### src/rtl/mac_job_scheduler.sv
// mac_job_scheduler
//   Shares one bias/multiply-accumulate datapath among NUM_REQ requesters.
//   A round-robin arbiter accepts one job, registers its index on sel (which
//   steers the external i/k/b/o stream muxes) and sequences the datapath:
//   one bias load, TAPS joint i/k accumulate beats, then the result handshake.
//
//   Optional stall watchdog: define MAC_JOB_SCHEDULER_TIMEOUT_EN to abort a
//   job that makes no progress for TIMEOUT cycles (err pulses for one cycle).
//   Without the macro err is tied low and the scheduler waits indefinitely.
//
// Ports
//   clk, reset           clock, asynchronous active-high reset
//   req_valid[NUM_REQ]   level job request per requester, held until accepted
//   req_taps             tap count per requester, slice r at [r*TAP_W +: TAP_W]
//   req_ready[NUM_REQ]   one-hot acceptance pulse
//   sel                  registered grant index
//   busy                 high from acceptance until result handshake
//   b_TVALID/b_TREADY    bias stream handshake
//   i_TVALID/i_TREADY    input stream handshake (joint with kernel)
//   k_TVALID/k_TREADY    kernel stream handshake (joint with input)
//   o_TVALID/o_TREADY    result handshake
//   bias_load, acc_en    datapath controls
//   err                  stall-abort pulse
module mac_job_scheduler #(
   parameter int unsigned NUM_REQ = 4,
   parameter int unsigned TAP_W   = 8,
   parameter int unsigned SEL_W   = $clog2(NUM_REQ),
   parameter int unsigned TIMEOUT = 255
) (
   input  logic                     clk,
   input  logic                     reset,
   input  logic [NUM_REQ-1:0]       req_valid,
   input  logic [NUM_REQ*TAP_W-1:0] req_taps,
   output logic [NUM_REQ-1:0]       req_ready,
   output logic [SEL_W-1:0]         sel,
   output logic                     busy,
   input  logic                     b_TVALID,
   output logic                     b_TREADY,
   input  logic                     i_TVALID,
   output logic                     i_TREADY,
   input  logic                     k_TVALID,
   output logic                     k_TREADY,
   output logic                     o_TVALID,
   input  logic                     o_TREADY,
   output logic                     bias_load,
   output logic                     acc_en,
   output logic                     err
);

   localparam logic [1:0] S_IDLE = 2'd0;
   localparam logic [1:0] S_BIAS = 2'd1;
   localparam logic [1:0] S_ACC  = 2'd2;
   localparam logic [1:0] S_OUT  = 2'd3;

   logic [1:0]       state;
   logic [SEL_W-1:0] rr;
   logic [TAP_W-1:0] cnt;

   logic             gnt_found;
   logic [SEL_W-1:0] gnt_idx;
   logic [SEL_W:0]   cand_sum;
   logic [SEL_W-1:0] sel_next;
   logic             beat;
   logic             abort;

   // First requester at or after rr, wrapping modulo NUM_REQ.
   always_comb begin
      gnt_found = 1'b0;
      gnt_idx   = '0;
      cand_sum  = '0;
      for (int unsigned i = 0; i < NUM_REQ; i++) begin
         cand_sum = {1'b0, rr} + (SEL_W+1)'(i);
         if (cand_sum >= (SEL_W+1)'(NUM_REQ))
            cand_sum = cand_sum - (SEL_W+1)'(NUM_REQ);
         if (!gnt_found && req_valid[cand_sum[SEL_W-1:0]]) begin
            gnt_found = 1'b1;
            gnt_idx   = cand_sum[SEL_W-1:0];
         end
      end
   end

   assign sel_next = (sel == SEL_W'(NUM_REQ-1)) ? '0 : sel + SEL_W'(1);
   assign beat     = i_TVALID && k_TVALID;

   // Acceptance is also masked by reset so every output reads 0 while it is held.
   always_comb begin
      req_ready = '0;
      if (state == S_IDLE && gnt_found && !reset)
         req_ready[gnt_idx] = 1'b1;
   end

   assign busy      = (state != S_IDLE);
   assign b_TREADY  = (state == S_BIAS);
   assign bias_load = (state == S_BIAS) && b_TVALID;
   assign i_TREADY  = (state == S_ACC) && k_TVALID;
   assign k_TREADY  = (state == S_ACC) && i_TVALID;
   assign acc_en    = (state == S_ACC) && beat;
   assign o_TVALID  = (state == S_OUT);

`ifdef MAC_JOB_SCHEDULER_TIMEOUT_EN
   localparam int unsigned ST_W = (TIMEOUT < 2) ? 1 : $clog2(TIMEOUT);

   logic [ST_W-1:0] stall;
   logic            progress;

   assign progress = ((state == S_BIAS) && b_TVALID) ||
                     ((state == S_ACC)  && beat)     ||
                     ((state == S_OUT)  && o_TREADY);

   // stall holds the number of earlier idle cycles; the TIMEOUT-th one aborts.
   assign abort = busy && !progress && (stall == ST_W'(TIMEOUT-1));
   assign err   = abort;

   always_ff @(posedge clk or posedge reset) begin
      if (reset)
         stall <= '0;
      else if (!busy || progress || abort)
         stall <= '0;
      else
         stall <= stall + ST_W'(1);
   end
`else
   logic unused_timeout;
   assign unused_timeout = (TIMEOUT != 0);
   assign abort          = 1'b0;
   assign err            = 1'b0;
`endif

   always_ff @(posedge clk or posedge reset) begin
      if (reset) begin
         state <= S_IDLE;
         rr    <= '0;
         sel   <= '0;
         cnt   <= '0;
      end else if (abort) begin
         state <= S_IDLE;
         rr    <= sel_next;
      end else begin
         case (state)
            S_IDLE: begin
               if (gnt_found) begin
                  sel   <= gnt_idx;
                  cnt   <= req_taps[gnt_idx*TAP_W +: TAP_W];
                  state <= S_BIAS;
               end
            end
            S_BIAS: begin
               if (b_TVALID)
                  state <= (cnt != '0) ? S_ACC : S_OUT;
            end
            S_ACC: begin
               if (beat) begin
                  cnt <= cnt - TAP_W'(1);
                  if (cnt == TAP_W'(1))
                     state <= S_OUT;
               end
            end
            default: begin
               if (o_TREADY) begin
                  rr    <= sel_next;
                  state <= S_IDLE;
               end
            end
         endcase
      end
   end

endmodule

### config.mk
export PLATFORM = sky130hd
export DESIGN_NAME = mac_job_scheduler
export DESIGN_NICKNAME = d
export VERILOG_FILES = /design/src/rtl/mac_job_scheduler.sv
export SDC_FILE = /design/constraint.sdc
export NUM_CORES = 1
export LEC_CHECK = 0
export ABC_AREA = 1
export ABC_CLOCK_PERIOD_IN_PS = 2200
export CAP_MARGIN = 10
export CORE_AREA = 10 10 71 73
export CTS_BUF_LIST = sky130_fd_sc_hd__clkbuf_16
export CTS_CLUSTER_DIAMETER = 150
export DETAILED_ROUTE_END_ITERATION = 8
export DIE_AREA = 0 0 81 83
export PLACE_DENSITY_LB_ADDON = 0.12
export SLEW_MARGIN = 10
export SYNTH_ARGS = -nofsm -noshare
export SYNTH_HDL_FRONTEND = slang
export SYNTH_SLANG_ARGS = --single-unit
export TNS_END_PERCENT = 30
### constraint.sdc
create_clock -name clk -period 2.2 [get_ports clk]
set_input_delay 0.33 -clock clk [delete_from_list [all_inputs] [get_ports clk]]
set_output_delay 0.33 -clock clk [all_outputs]
set_load 0.005 [all_outputs]
* Yosys cells after proc, flatten, opt, wreduce, memory -nomap -nowiden *
Cells that the tools add are included.

operators by class
  equal/unequal tests = 9
  add/sub/neg operators = 9
  multiplexer cells = 34
  shift-type cells = 1
  order comparisons = 10
  bitwise operators = 1
  reduce and logical (&&, ||, !) cells = 25

operators with widths
  operator                                                    number
  variable part select 32 x 6 -> 8 bit                        1
  two-way mux 2 bit                                           14
  two-way mux 8 bit                                           2
  one-hot mux 8 bit (2 select lines)                          1
  less-than comparator 2 x 3 -> 1 bit, second input constant  5
  logical AND 1 bit                                           11
  two-way mux 1 bit                                           10
  >= comparator 3 bit, second input constant                  3
  binary-select mux 1 bit (select 2 bit)                      4
  == test 8 x 1 -> 1 bit, second input constant               1
  nonzero test 8 bit                                          1
  subtractor 2 x 1 -> 2 bit, second input constant            4
  subtractor 8 x 1 -> 8 bit, second input constant            1
  adder 2 x 2 -> 3 bit, second input constant                 2
  == test 2 bit, second input constant                        3
  != test 2 bit, second input constant                        3
  one-hot mux 2 bit (3 select lines)                          1
  AND reduction 5 bit                                         1
  logical NOT 1 bit                                           4
  two-way mux 4 bit                                           1
  AND reduction 2 bit                                         2
  nonzero test 2 bit                                          2
  nonzero test 4 bit                                          1
  adder 2 x 1 -> 3 bit, second input constant                 1
  10 further kinds                                            10

storage, ports and cells
  bits of input ports = 42
  register bits = 14
  output and inout bits = 14
  word-level logic and storage cells = 93

* Longest topological paths before layout *
Gate-level depths: netlist of run 1.

  depth in word-level cells = 19
  mapped depth = 16
  mapped depth without buffers = 16

* Worst setup path before layout of run 1 *
No wires, ideal clock.

  path type = register to output
  from = register rr[0]
  to = output port req_ready[2]
  path slack = 0.312 ns
  data arrival time = 1.558 ns
  cell stages (with the launch flop) = 10
  data required time = 1.870 ns
  path buffers = 1
  cells stage by stage = dfrtp_1 -> inv_2 -> nand2_1 -> nand2_4 -> nand2_1 -> o21ai_2 -> nand3b_1 -> buf_4 -> nand3_1 -> nor3_1

on the way
  longest elaborated chain between the ends = 19
  elaborated cells on any way between the ends = 45
  classes of those cells = add/sub (7); order compare (6); mux (23); reduce/logical (9)

ends and longest elaborated chain
  element                                                        RTL line  source
  start: declaration                                             56        logic [SEL_W-1:0] rr;
  start signal: assignment                                       137       rr <= sel_next;
  start signal: assignment                                       160       rr <= sel_next;
  branches (longest 18 deep; another with adder 2 x 1 -> 3 bit)  --
  two-way mux 4 bit *                                            88        if (state == S_IDLE && gnt_found && !reset)
  end: declaration                                               34        output logic [NUM_REQ-1:0] req_ready,

Mark *: on every way between the ends. The select of a mux whose other input is x is not followed.

* Worst setup path in the final report of run 1 *
Ends and elaborated chain as after synthesis.

==> results of run 1 <==
-- Yosys cell counts, drive strengths merged --
cell | count | area (um^2)
nand4 | 15 | 100
nor3b | 1 | 7.51
a31oi | 2 | 12.5
nand2 | 108 | 445
inv | 26 | 97.6
a21oi | 15 | 75.1
clkbuf | 1 | 3.75
ha | 9 | 113
mux2 | 1 | 11.3
nor2 | 20 | 92.6
o31ai | 1 | 7.51
nor4 | 1 | 6.26
dfrtp | 14 | 350
o21bai | 1 | 7.51
o211ai | 1 | 12.5
o21ai | 8 | 43.8
clkinv | 1 | 3.75
nor3 | 4 | 20.0
conb | 1 | 3.75
nand3 | 21 | 145
nand3b | 1 | 7.51
xor2 | 1 | 8.76
buf | 6 | 56.3
-- stage by stage --
step / hold slack (ns) / TNS, ns / instance area (um^2) / setup WS, ns / instances
after floorplan: 0.228 / 0 / 1630 / 0.312 / 259
after global placement: 0.500 / -1.55 / 2400 / -0.374 / 385
after detailed placement: 0.504 / -2.03 / 2400 / -0.430 / 385
after CTS: 0.493 / -0.00165 / 2520 / -0.00165 / 392
after global routing: 0.516 / -1.20 / 2600 / -0.168 / 393
final: 0.482 / -0.180 / 2600 / -0.0681 / 393
-- placed cells by master (no fill, tap or decap), types with 2 or more instances in the layout --
| cell type | instances |
|---|---|
| sky130_fd_sc_hd__nor2_4 | 3 |
| sky130_fd_sc_hd__nand2_1 | 87 |
| sky130_fd_sc_hd__nand3_2 | 6 |
| sky130_fd_sc_hd__inv_1 | 21 |
| sky130_fd_sc_hd__dfrtp_1 | 13 |
| sky130_fd_sc_hd__inv_4 | 2 |
| sky130_fd_sc_hd__nand2_4 | 7 |
| sky130_fd_sc_hd__nand3_1 | 13 |
| sky130_fd_sc_hd__inv_2 | 3 |
| sky130_fd_sc_hd__nand4_1 | 14 |
| sky130_fd_sc_hd__clkbuf_16 | 3 |
| sky130_fd_sc_hd__a31oi_1 | 2 |
| sky130_fd_sc_hd__a21oi_1 | 15 |
| sky130_fd_sc_hd__clkdlybuf4s50_1 | 50 |
| sky130_fd_sc_hd__nor3_2 | 3 |
| sky130_fd_sc_hd__nand3_4 | 2 |
| sky130_fd_sc_hd__ha_1 | 9 |
| sky130_fd_sc_hd__nor2_1 | 17 |
| sky130_fd_sc_hd__clkinv_1 | 2 |
| sky130_fd_sc_hd__buf_6 | 3 |
| sky130_fd_sc_hd__nand2_2 | 14 |
| sky130_fd_sc_hd__o21ai_0 | 7 |
| sky130_fd_sc_hd__buf_4 | 32 |
| sky130_fd_sc_hd__buf_2 | 4 |
-- power breakdown --
part | total, W | leakage, nW | switching (W) | internal [W]
combinational | 0.00351 | 1.11 | 0.00195 | 0.00156
sequential | 0.000562 | 0.164 | 0.000161 | 0.000401
clock | 0.000353 | 0.0385 | 0.000112 | 0.000241
total | 0.00442 | 1.31 | 0.00222 | 0.00221
-- state kept, by name (all words and copies together), names as in the netlist --
| register | cells |
|---|---|
| rr | 2 |
| sel | 2 |
| state | 2 |
| cnt | 8 |
-- cell type report --
cell class              instances  share of cell area
multi-input cells             211               0.465
clock inverters                 1             0.00144
inverters                      27              0.0409
well taps                      48              0.0231
repair buffers                 89               0.305
flip-flops and latches         14               0.135
clock buffers                   3              0.0288
-- worst max-delay path, cell delays in order (launching register included) --
cell	delay [ns]
sky130_fd_sc_hd__dfrtp_2	0.46
sky130_fd_sc_hd__buf_6	0.15
sky130_fd_sc_hd__nand2_2	0.06
sky130_fd_sc_hd__nand2_2	0.07
sky130_fd_sc_hd__nand2_2	0.09
sky130_fd_sc_hd__nand2_4	0.06
sky130_fd_sc_hd__nor2_4	0.19
sky130_fd_sc_hd__nand2_2	0.09
sky130_fd_sc_hd__nor2_4	0.14
sky130_fd_sc_hd__nor2_4	0.06
sky130_fd_sc_hd__nor3_1	0.17
sky130_fd_sc_hd__buf_2	0.15
-- repair_timing --
item                       4_1_cts  5_1_grt
buffers inserted                 3        1
resized for setup               27       18
pin swaps                        4       10
setup endpoints to repair        4       12
-- kinds of logic after synthesis --
| logic type | after synthesis |
|---|---|
| compound gates | 28 |
| xor+xnor | 1 |
| fa+ha+maj | 9 |
| buf+inv | 34 |
| flops | 14 |
| mux | 1 |
| other cells | 1 |
| simple gates | 171 |
-- worst max-delay path by stage --
| stage | from | end | cells past startpoint |
|---|---|---|---|
| floorplan | rr[0] | req_ready[2] | 9 |
| global placement | req_valid[1] | req_ready[0] | 11 |
| detailed placement | req_valid[3] | req_ready[2] | 11 |
| CTS | rr[0] | req_ready[2] | 12 |
| global route | rr[0] | req_ready[1] | 11 |
| finish | rr[0] | req_ready[2] | 11 |
-- per-layer routing --
metal  wire, um  vias to the layer above  share of wire
met5          0                        -              0
met4         82                        0          0.016
met3        246                        8          0.047
met2       2790                       46           0.53
met1       2110                      869           0.40
li1           -                     1018              -
==> summary.md, run 1 <==
| Metric | Value |
|---|---|
| Run status | finished with violations |
| Violations in the final reports | setup timing |
| Filler Cell Count | 313 |
| Number of buffers created by CTS | 3 |
| Layout overhead on the synthesized area | 59.5% |
| Count of nets after finishing | 397 |
| Number of antenna violations at the first check in global routing | 0 |
| CTS tree | yes |
| Vias in the first global route | 1916 |
| Share of cell area taken by muxes after synthesis | 0.00690 |
| Height of the die | 83 um |
| Count of final setup violators | 4 |
| Source of the worst register-to-register timing path | rr[0] |
| First-pass DRT Iterations | 4 |
| Capturing element type of the critical path | output pin |
| CTS Sinks | 14 |
| Bufs on Longest Clock Path | 2 |
| Horizontal extent of the die | 81 um |
| Critical Path Source Type | flop |
| Number of nets with antenna violations after detailed routing | 0 |
| Number of top-level design ports | 56 |
| Synthesized area divided by synthesized cell count | 6.30 um^2 |
| Required time of the critical path | 1.87 ns |
| Routed Wire Length | 5230 um |
| XOR/XNOR share of the synthesized area | 0.00537 |
| Via Count | 1941 |
| Starting utilization of the core area | 0.449 |
| Average detailed-routed wire length per instance | 13.3 um |
| Met2 Use GR | 0.262 |
| Number of distinct library cells after synthesis | 33 |
| Crit-path max FO | 5 |
| Number of diodes added for antenna fixing | 0 |
| Total of flip-flops plus latches after synthesis | 14 |
| Worst IR drop on VDD | 0.00101 V |
| Final Critical Period | 2.27 ns |
| Lkg Pwr | 1.31 nW |
| Die Area | 0.00672 mm^2 |
| Worst setup slack after layout | -0.0681 ns |
| Net count of the mapped netlist | 310 |
| Clock Latency Late Sink | 0.25 ns |
| Critical register-to-register path endpoint | cnt[3] |
| Drc violations | 0 |
| Hold Fails Final Rpt | 0 |
| Maximum number of pins on one net before global-route repair | 15 |
| Flip-flop and latch area | 352 um^2 |
| Min-Delay Path Class | in -> async |
| Arithmetic-cell share of the synthesized area counting full adders, half adders and majority gates | 0.0690 |
| Final Core Density | 0.716 |
| Global route hottest layer | met2 |
| Total routing usage reported by global routing | 0.150 |
| Warnings, synthesis | 0 |
| Simple-gate portion of the synthesized area | 0.505 |
| Number of buffers added to fix hold violations after cts | 0 |
| Cell area after synthesis | 0.00163 mm^2 |
| Multi-input logic area | 0.00121 mm^2 |
| Vias per inst | 4.94 |
| Maximum level of the CTS H-tree | 1 |
| Reg2reg path depth | 17 |
| CTS Root Cell | sky130_fd_sc_hd__clkbuf_16 |
| Largest clock skew in the final design | 0.00119 ns |
| Synthesized instance count | 259 |
| GR met3 Demand/Resource | 0.0409 |
| Placeable core area | 0.00363 mm^2 |
| Wire length of the first global-routing pass | 8460 um |
| Global placement routability congestion | 0.855 |
| Clock transition at path regs | 0.05 ns |
| Path type of the worst setup path | reg -> out |
| DRC violation total after the first TritonRoute iteration | 96 |
| Layout cells sized above 1 | 0.252 |
| Final Total Pwr | 0.00442 W |
| Port-buffer cells | 54 |
| Sequential share of the synthesized area | 0.215 |
| Unrepaired setup endpoints after global routing | true |
| Number of core rows | 22 |
| Number of max-cap violations | 0 |
| Crit path DAT | 1.94 ns |
| Detailed Place HPWL | 4050 um |
| Grt ovf | 0 |
| Count of final max-slew check failures | 0 |
| Fmax | 441 MHz |
| M1 GR Usage | 0.177 |
| Post-route fraction of the period consumed by the critical path | 1.03 |
| Power density of the placed cells | 1700 mW/mm^2 |
| Reg2reg setup slack | 0.07 ns |
| Combinational family with the most area after synthesis | simple AND/OR/NAND/NOR gates |
| Synthesized-area fraction occupied by ao, oa, aoi and oai cells | 0.0974 |
Power figures use the tool's default switching activity.
==> run 2: changes to the inputs <==
--- a/config.mk
+++ b/config.mk
@@ -5,14 +5,14 @@
 export SDC_FILE = /design/constraint.sdc
 export NUM_CORES = 1
 export LEC_CHECK = 0
-export ABC_AREA = 1
+export ABC_AREA = 0
 export ABC_CLOCK_PERIOD_IN_PS = 2200
 export CAP_MARGIN = 10
-export CORE_AREA = 10 10 71 73
+export CORE_AREA = 10 10 68 70
 export CTS_BUF_LIST = sky130_fd_sc_hd__clkbuf_16
 export CTS_CLUSTER_DIAMETER = 150
 export DETAILED_ROUTE_END_ITERATION = 8
-export DIE_AREA = 0 0 81 83
+export DIE_AREA = 0 0 78 80
 export PLACE_DENSITY_LB_ADDON = 0.12
 export SLEW_MARGIN = 10
 export SYNTH_ARGS = -nofsm -noshare
==> run 2 against run 1 <==
  * Global-route usage shrank 0.25 points
  * The run now ends clean
  * Die area decreased by 7.2%
  * Final area decreased by 16%
  * Sequential share of layout area grew 2.5 points
  * Non-clock buffer count decreased by 12
  * Critical path type is now in -> out
  * Largest cell class unchanged
==> summary.md, run 2 <==
| Metric | Value |
|---|---|
| Met1 routed wirelength after detailed routing | 2080 um (-1.7%) |
| Clock transition at path regs | 0.05 ns (about the same) |
| Post-route fraction of the period consumed by the critical path | 0.975 (-0.0563) |
| Primary flip-flop cell chosen by synthesis mapping | sky130_fd_sc_hd__dfrtp_1 |
| Top cells by area, synth | sky130_fd_sc_hd__dfrtp_1 (26%), sky130_fd_sc_hd__ha_1 (8.2%), sky130_fd_sc_hd__mux2i_1 (7.3%) |
| Horizontal extent of the die | 78 um (-3.7%) |
| CTS Sinks | 14 (unchanged) |
| Cell area after synthesis | 0.00137 mm^2 (-16%) |
| CTS tree | yes |
| Lkg Pwr | 0.938 nW (-29%) |
| Reg2reg path depth | 5 (-12) |
| Clock Latency Late Sink | 0.25 ns (about the same) |
| Multi-input logic area | 966 um^2 (-20%) |
| Total of flip-flops plus latches after synthesis | 14 (unchanged) |
| Wire length of the first global-routing pass | 7590 um (-10%) |
| Met2 Wirelength | 2260 um (-19%) |
| Final Total Pwr | 0.00259 W (-41%) |
| Required time of the critical path | 1.87 ns (about the same) |
| Grt ovf | 0 (unchanged) |
| Relative slew margins | 0.630 |
| Number of buffers created by CTS | 3 (unchanged) |
| Run status | finished, final reports clean |
| Hold Fails Final Rpt | 0 (unchanged) |
| Flip-flop count of the largest register, all copies and words added | 8 (unchanged) |
| Synthesized instance count | 156 (-40%) |
| Reg2reg setup slack | 0.26 ns (+0.19 ns) |
| Routed Wire Length | 4630 um (-11%) |
| Leading cell types in the layout, fill and taps excluded | sky130_fd_sc_hd__clkdlybuf4s50_1 (47), sky130_fd_sc_hd__buf_4 (23), sky130_fd_sc_hd__nand2_1 (13), sky130_fd_sc_hd__dfrtp_1 (13), sky130_fd_sc_hd__mux2i_1 (10) |
| Number of buffers added to fix hold violations after cts | 0 (unchanged) |
| Most common cell in the netlist | sky130_fd_sc_hd__dfrtp_1 |
| Async set or reset register ratio after synthesis | 1.00 (unchanged) |
| Layout cells sized above 1 | 0.230 (-0.0217) |
| Fmax | 466 MHz (+5.8%) |
| Number of non-filler instances in the completed layout | 276 (-30%) |
| Crit-path max FO | 5 (unchanged) |
| Capturing element type of the critical path | output pin |
| Number of distinct library cells after synthesis | 51 (+55%) |
| Number of top-level design ports | 56 (unchanged) |
| Number of max-cap violations | 0 (unchanged) |
| Leading cell type in the layout, fill and taps excluded | sky130_fd_sc_hd__clkdlybuf4s50_1 |
| Unrepaired setup endpoints after global routing | true |
| Met3 WL | 247 um (+0.41%) |
| Min-Delay Path Class | in -> async |
| Worst IR drop on VDD | 0.000742 V (-26%) |
| Count of nets after finishing | 282 (-29%) |
| Total routing usage reported by global routing | 0.148 (-0.00252) |
| Count of final setup violators | 0 (-4) |
| Worst-path cell with the longest stage delay | sky130_fd_sc_hd__clkdlybuf4s50_1 |
| Part of the power in registers | 0.221 (+0.094) |
| Largest clock skew in the final design | 0.00196 ns (+0.000765 ns) |
| Layout overhead on the synthesized area | 60.3% |
| Share of the synthesized area in the top cell type | 0.256 (+0.0353) |
| DRC violation total after the first TritonRoute iteration | 57 (-41%) |
| Crit path DAT | 1.81 ns (-0.13 ns) |
| Clock power frac | 0.137 (+0.057) |
| Top post-synthesis cells by count | sky130_fd_sc_hd__dfrtp_1 (14), sky130_fd_sc_hd__nand2_1 (13), sky130_fd_sc_hd__mux2i_1 (10), sky130_fd_sc_hd__nor2_1 (10) |
| Height of the die | 80 um (-3.6%) |
| Warnings, synthesis | 0 (unchanged) |
| Maximum level of the CTS H-tree | 1 (unchanged) |
| CP startpoint | req_valid[3] |
| Global placement routability congestion | 0.786 (-8.0%) |
| Critical register-to-register path endpoint | cnt[3] |
| Critical Path Max Stage Delay | 0.50 ns (+0.04 ns) |
| Placeable core area | 0.00328 mm^2 (-9.6%) |
| Via Count | 1471 (-24%) |
| Bufs on Longest Clock Path | 2 (unchanged) |
| Vias in the first global route | 1511 (-21%) |
| Maximum number of pins on one net before global-route repair | 18 (+3) |
| Number of nets with antenna violations after detailed routing | 0 (unchanged) |
| Highest metal layer with signal wires | met4 |
| Net count of the mapped netlist | 207 (-33%) |
| Total instance count after detailed placement | 271 (-30%) |
| Filler Cell Count | 266 (-15%) |
| Number of core rows | 21 (-4.5%) |
| Combinational share of power | 0.642 (-0.151) |
| Sequential share of the synthesized area | 0.256 (+0.0415) |
| Final-layout setup total negative slack | 0 ns (+0.180 ns) |
| Number of synthesized flops with an enable pin | 0 (unchanged) |
| Worst hold margin | 0.507 ns (+0.0248 ns) |
| CP endpoint | req_ready[1] |
| Critical Path Source Type | primary input |
| CTS Root Cell | sky130_fd_sc_hd__clkbuf_16 |
| First-pass DRT Iterations | 4 (unchanged) |
| Final Critical Period | 2.14 ns (-0.124 ns) |
| Power density of the placed cells | 1180 mW/mm^2 (-30%) |
| NetSw | 0.00106 W (-52%) |
| Port-buffer cells | 54 (unchanged) |
| Count of final max-slew check failures | 0 (unchanged) |
| Synthesized area divided by synthesized cell count | 8.77 um^2 (+39%) |
| Number of diodes added for antenna fixing | 0 (unchanged) |
| Flip-flop and latch area | 352 um^2 (unchanged) |
| Yosys top cell by area | sky130_fd_sc_hd__dfrtp_1 |
| Largest reg by FF count | cnt |
| Path type of the worst setup path | in -> out |
| Source of the worst register-to-register timing path | rr[1] |
| Switching fraction of total power | 0.409 (-0.0922) |
| Internal Power | 0.00153 W (-31%) |
| Starting utilization of the core area | 0.416 (-0.0327) |
| Detailed Place HPWL | 3720 um (-8.1%) |
| Slew at the pin with the worst max-slew slack | 0.554 ns |
| Die Area | 0.00624 mm^2 (-7.2%) |
| Vias per inst | 5.33 (+7.9%) |
| Average detailed-routed wire length per instance | 16.8 um (+26%) |
| Chain of cells forming the critical path | dlygate4sd2_1 -> buf_4 -> o21ai_0 -> and3_1 -> and2_1 -> clkdlybuf4s50_1 |
| Drc violations | 0 (unchanged) |
| Number of antenna violations at the first check in global routing | 0 (unchanged) |
-- run 2: routing by layer --
metal,global-route usage,vias to the layer above
met2,0.260,50
li1,-,726
met3,0.0248,7
met4,0.0376,0
met5,0,-
met1,0.182,688
-- run 2: worst min path at each step --
stage / cells past startpoint / end / slack [ns]
after floorplan: 1 / cnt[0] / 0.22
after global placement: 2 / cnt[6] / 0.50
after detailed placement: 1 / rr[0] / 0.52
after CTS: 1 / rr[0] / 0.52
after global routing: 1 / rr[0] / 0.53
final: 2 / rr[1] / 0.51
-- run 2: worst max-delay path: cells and delay by family --
family / cells / cell delay [ns]
and+or+nand+nor: 2 / 0.35
buffers and inverters: 3 / 0.96
AOI/OAI and AO/OA: 1 / 0.17
-- run 2: cells by family after synthesis --
family,share of synthesized area
muxes,0.158
and+or+nand+nor,0.231
buffers and inverters,0.0650
AOI/OAI and AO/OA,0.205
adders and majority gates,0.0823
other,0.00274
DFF,0.256
-- run 2: power groups by stage --
stage / Clock, W / Combinational [W] / Sequential (W)
floorplan: 0 / 0.00102 / 0.000517
global placement: 0 / 0.00157 / 0.000553
detailed placement: 0 / 0.00162 / 0.000567
CTS: 0.000354 / 0.00165 / 0.000572
global route: 0.000371 / 0.00184 / 0.000598
finish: 0.000354 / 0.00166 / 0.000573
-- run 2: layout make-up --
class                      instances  area share
timing repair buffer              77       0.321
sequential                        14       0.160
inverter                           9      0.0154
multi-input combinational        126       0.441
tap                               46      0.0263
clock inverter                     1     0.00171
clock buffer                       3      0.0342
-- run 2: through the flow --
stage / setup slack [ns] / util / area [um^2]
after detailed placement: -0.323 / 0.632 / 2080
after global routing: -0.00610 / 0.667 / 2190
final: 0.0556 / 0.667 / 2190
after CTS: 0.0162 / 0.661 / 2170
after global placement: -0.233 / 0.632 / 2080
after floorplan: 0.385 / - / 1370
-- run 2: timing repair --
action,4_1_cts,5_1_grt
resized for setup,15,6
setup endpoints to repair,5,3
pin swaps,1,2
hold endpoints to repair,0,0
buffers inserted,0,1
==> run 3: changes to the inputs <==
--- a/config.mk
+++ b/config.mk
@@ -8,11 +8,11 @@
 export ABC_AREA = 0
 export ABC_CLOCK_PERIOD_IN_PS = 2200
 export CAP_MARGIN = 10
-export CORE_AREA = 10 10 68 70
+export CORE_AREA = 10 10 74 76
 export CTS_BUF_LIST = sky130_fd_sc_hd__clkbuf_16
 export CTS_CLUSTER_DIAMETER = 150
 export DETAILED_ROUTE_END_ITERATION = 8
-export DIE_AREA = 0 0 78 80
+export DIE_AREA = 0 0 84 86
 export PLACE_DENSITY_LB_ADDON = 0.12
 export SLEW_MARGIN = 10
 export SYNTH_ARGS = -nofsm -noshare
==> run 3 against run 2 <==
  * Non-clock buffer count up 2
  * Fmax up 0.22%
  * Register-to-register slack worse by 0.08 ns
  * Final cell count up 2.2%
  * Clock-buffer cell count unchanged
  * Critical path depth unchanged
  * Sequential share of layout area down 0.082 points
  * Via count down 3.9%
  * First-iteration DRC count down 11%
  * Global-route usage down 2.9 points
  * Setup slack better by 0.0048 ns
  * Core utilization down 11 points
==> summary.md, run 3 (same netlist as run 2, synthesis figures left out) <==
| Metric | Value |
|---|---|
| Run status | finished, final reports clean |
| Slew at the pin with the worst max-slew slack | 0.540 ns (-0.0139 ns) |
| Leading cell types in the layout, fill and taps excluded | sky130_fd_sc_hd__clkdlybuf4s50_1 (48), sky130_fd_sc_hd__buf_4 (25), sky130_fd_sc_hd__nand2_1 (13), sky130_fd_sc_hd__dfrtp_1 (13), sky130_fd_sc_hd__mux2i_1 (10) |
| Maximum level of the CTS H-tree | 1 (unchanged) |
| CTS Sinks | 14 (unchanged) |
| Bufs on Longest Clock Path | 2 (unchanged) |
| Final-layout setup total negative slack | 0 ns (unchanged) |
| Number of non-filler instances in the completed layout | 282 (+2.2%) |
| Largest reg by FF count | cnt |
| Placeable core area | 0.00397 mm^2 (+21%) |
| CTS tree | yes |
| Count of final max-slew check failures | 0 (unchanged) |
| Count of nets after finishing | 284 (+0.71%) |
| Number of buffers created by CTS | 3 (unchanged) |
| Path type of the worst setup path | in -> out |
| Lkg Pwr | 0.946 nW (+0.83%) |
| Critical Path Source Type | primary input |
| Post-route fraction of the period consumed by the critical path | 0.973 (-0.00217) |
| Number of top-level design ports | 56 (unchanged) |
| Final Critical Period | 2.14 ns (-0.00477 ns) |
| Drc violations | 0 (unchanged) |
| Relative slew margins | 0.640 (+0.00926) |
| Hold Fails Final Rpt | 0 (unchanged) |
| First-pass DRT Iterations | 4 (unchanged) |
| DRC violation total after the first TritonRoute iteration | 51 (-11%) |
| Required time of the critical path | 1.87 ns (about the same) |
| Clock transition at path regs | 0.05 ns (about the same) |
| Flip-flop count of the largest register, all copies and words added | 8 (unchanged) |
| Unrepaired setup endpoints after global routing | true |
| Layout cells sized above 1 | 0.220 (-0.0106) |
| Power density of the placed cells | 1160 mW/mm^2 (-1.7%) |
| CTS Root Cell | sky130_fd_sc_hd__clkbuf_16 |
| Largest clock skew in the final design | 0.00301 ns (+0.00105 ns) |
| Leading cell type in the layout, fill and taps excluded | sky130_fd_sc_hd__clkdlybuf4s50_1 |
| Fmax | 467 MHz (+0.22%) |
| Total instance count after detailed placement | 275 (+1.5%) |
| Maximum number of pins on one net before global-route repair | 15 (-3) |
| Grt ovf | 0 (unchanged) |
| Crit-path max FO | 4 (-1) |
| Number of core rows | 23 (+9.5%) |
| Number of max-cap violations | 0 (unchanged) |
| Vias in the first global route | 1459 (-3.4%) |
| Horizontal extent of the die | 84 um (+7.7%) |
| Port-buffer cells | 54 (unchanged) |
| Number of antenna violations at the first check in global routing | 0 (unchanged) |
| Vias per inst | 5.01 (-6.0%) |
| Height of the die | 86 um (+7.5%) |
| Starting utilization of the core area | 0.344 (-0.0720) |
| Min-Delay Path Class | in -> async |
| Via Count | 1413 (-3.9%) |
| Total routing usage reported by global routing | 0.119 (-0.0286) |
| Detailed Place HPWL | 3550 um (-4.5%) |
| Number of nets with antenna violations after detailed routing | 0 (unchanged) |
| Routed Wire Length | 4350 um (-6.0%) |
| Wire length of the first global-routing pass | 7180 um (-5.4%) |
| Global placement routability congestion | 0.786 (about the same) |
| Filler Cell Count | 354 (+33%) |
| Clock Latency Late Sink | 0.25 ns (about the same) |
| Average detailed-routed wire length per instance | 15.4 um (-8.0%) |
| Count of final setup violators | 0 (unchanged) |
| Number of diodes added for antenna fixing | 0 (unchanged) |
| Crit path DAT | 1.81 ns (about the same) |
| Die Area | 0.00722 mm^2 (+16%) |
| Capturing element type of the critical path | output pin |
| Layout overhead on the synthesized area | 61.1% |
| Worst IR drop on VDD | 0.000578 V (-22%) |
==> run 3: path summary, 6_finish.rpt <==
kind                         startpoint            to  slack, ns  cells after the start
setup / recovery           req_valid[1]  req_ready[1]       0.06                      6
hold / removal                    reset        cnt[5]       0.49                      2
setup reg to reg                  rr[0]        cnt[1]       0.18                      8
hold reg to reg                  sel[0]         rr[0]       0.51                      1
max in group asynchronous         reset         rr[0]       1.32                      2
min in group clk                 sel[0]         rr[0]       0.51                      1
==> run 3: final cells by class <==
cell class / count / area, um^2 / share of cell area
Multi-Input combinational cell: 126 / 952 / 0.432
Timing Repair Buffer: 79 / 724 / 0.329
Sequential cell: 14 / 352 / 0.160
Clock buffer: 3 / 75.1 / 0.0341
Tap cell: 50 / 62.6 / 0.0284
Inverter: 9 / 33.8 / 0.0153
Clock inverter: 1 / 3.75 / 0.00170
==> run 3: per-stage QoR <==
step                hold slack, ns  utilization  worst slack, ns  cell area (um^2)  total power [W]
global route                 0.539        0.555           -0.101              2200          0.00280
global placement             0.504        0.524           -0.258              2080          0.00213
finish                       0.495        0.555           0.0604              2200          0.00256
detailed placement           0.507        0.524           -0.298              2080          0.00217
CTS                          0.517        0.553          0.00419              2200          0.00258
floorplan                    0.219            -            0.385              1370          0.00154
==> run 3: repair_timing <==
item	4_1_cts	5_1_grt
setup buffers	3	0
pin swaps	1	0
hold buffers	0	0
cloned	0	0
endpoints found under the setup margin	6	5
resized for setup	10	4
==> run 3: worst max-delay path, cell delays in order <==
cell and delay (ns):
sky130_fd_sc_hd__dlygate4sd2_1 0.29, sky130_fd_sc_hd__nor4_2 0.36, sky130_fd_sc_hd__nand2b_1 0.19, sky130_fd_sc_hd__nor2_2 0.05, sky130_fd_sc_hd__and2_1 0.15, sky130_fd_sc_hd__clkdlybuf4s50_1 0.45
==> run 3: power breakdown <==
part           switching, W  total, W  internal [W]
Clock              0.000110  0.000351      0.000241
Combinational      0.000753   0.00166      0.000904
Sequential         0.000155  0.000552      0.000397
==> run 3: metal layers <==
layer,GRT usage,part of all wire,vias to the layer above
met2,0.196,0.45,47
li1,-,-,725
met5,0,0,-
met1,0.147,0.48,637
met3,0.0331,0.058,4
met4,0.0365,0.011,0
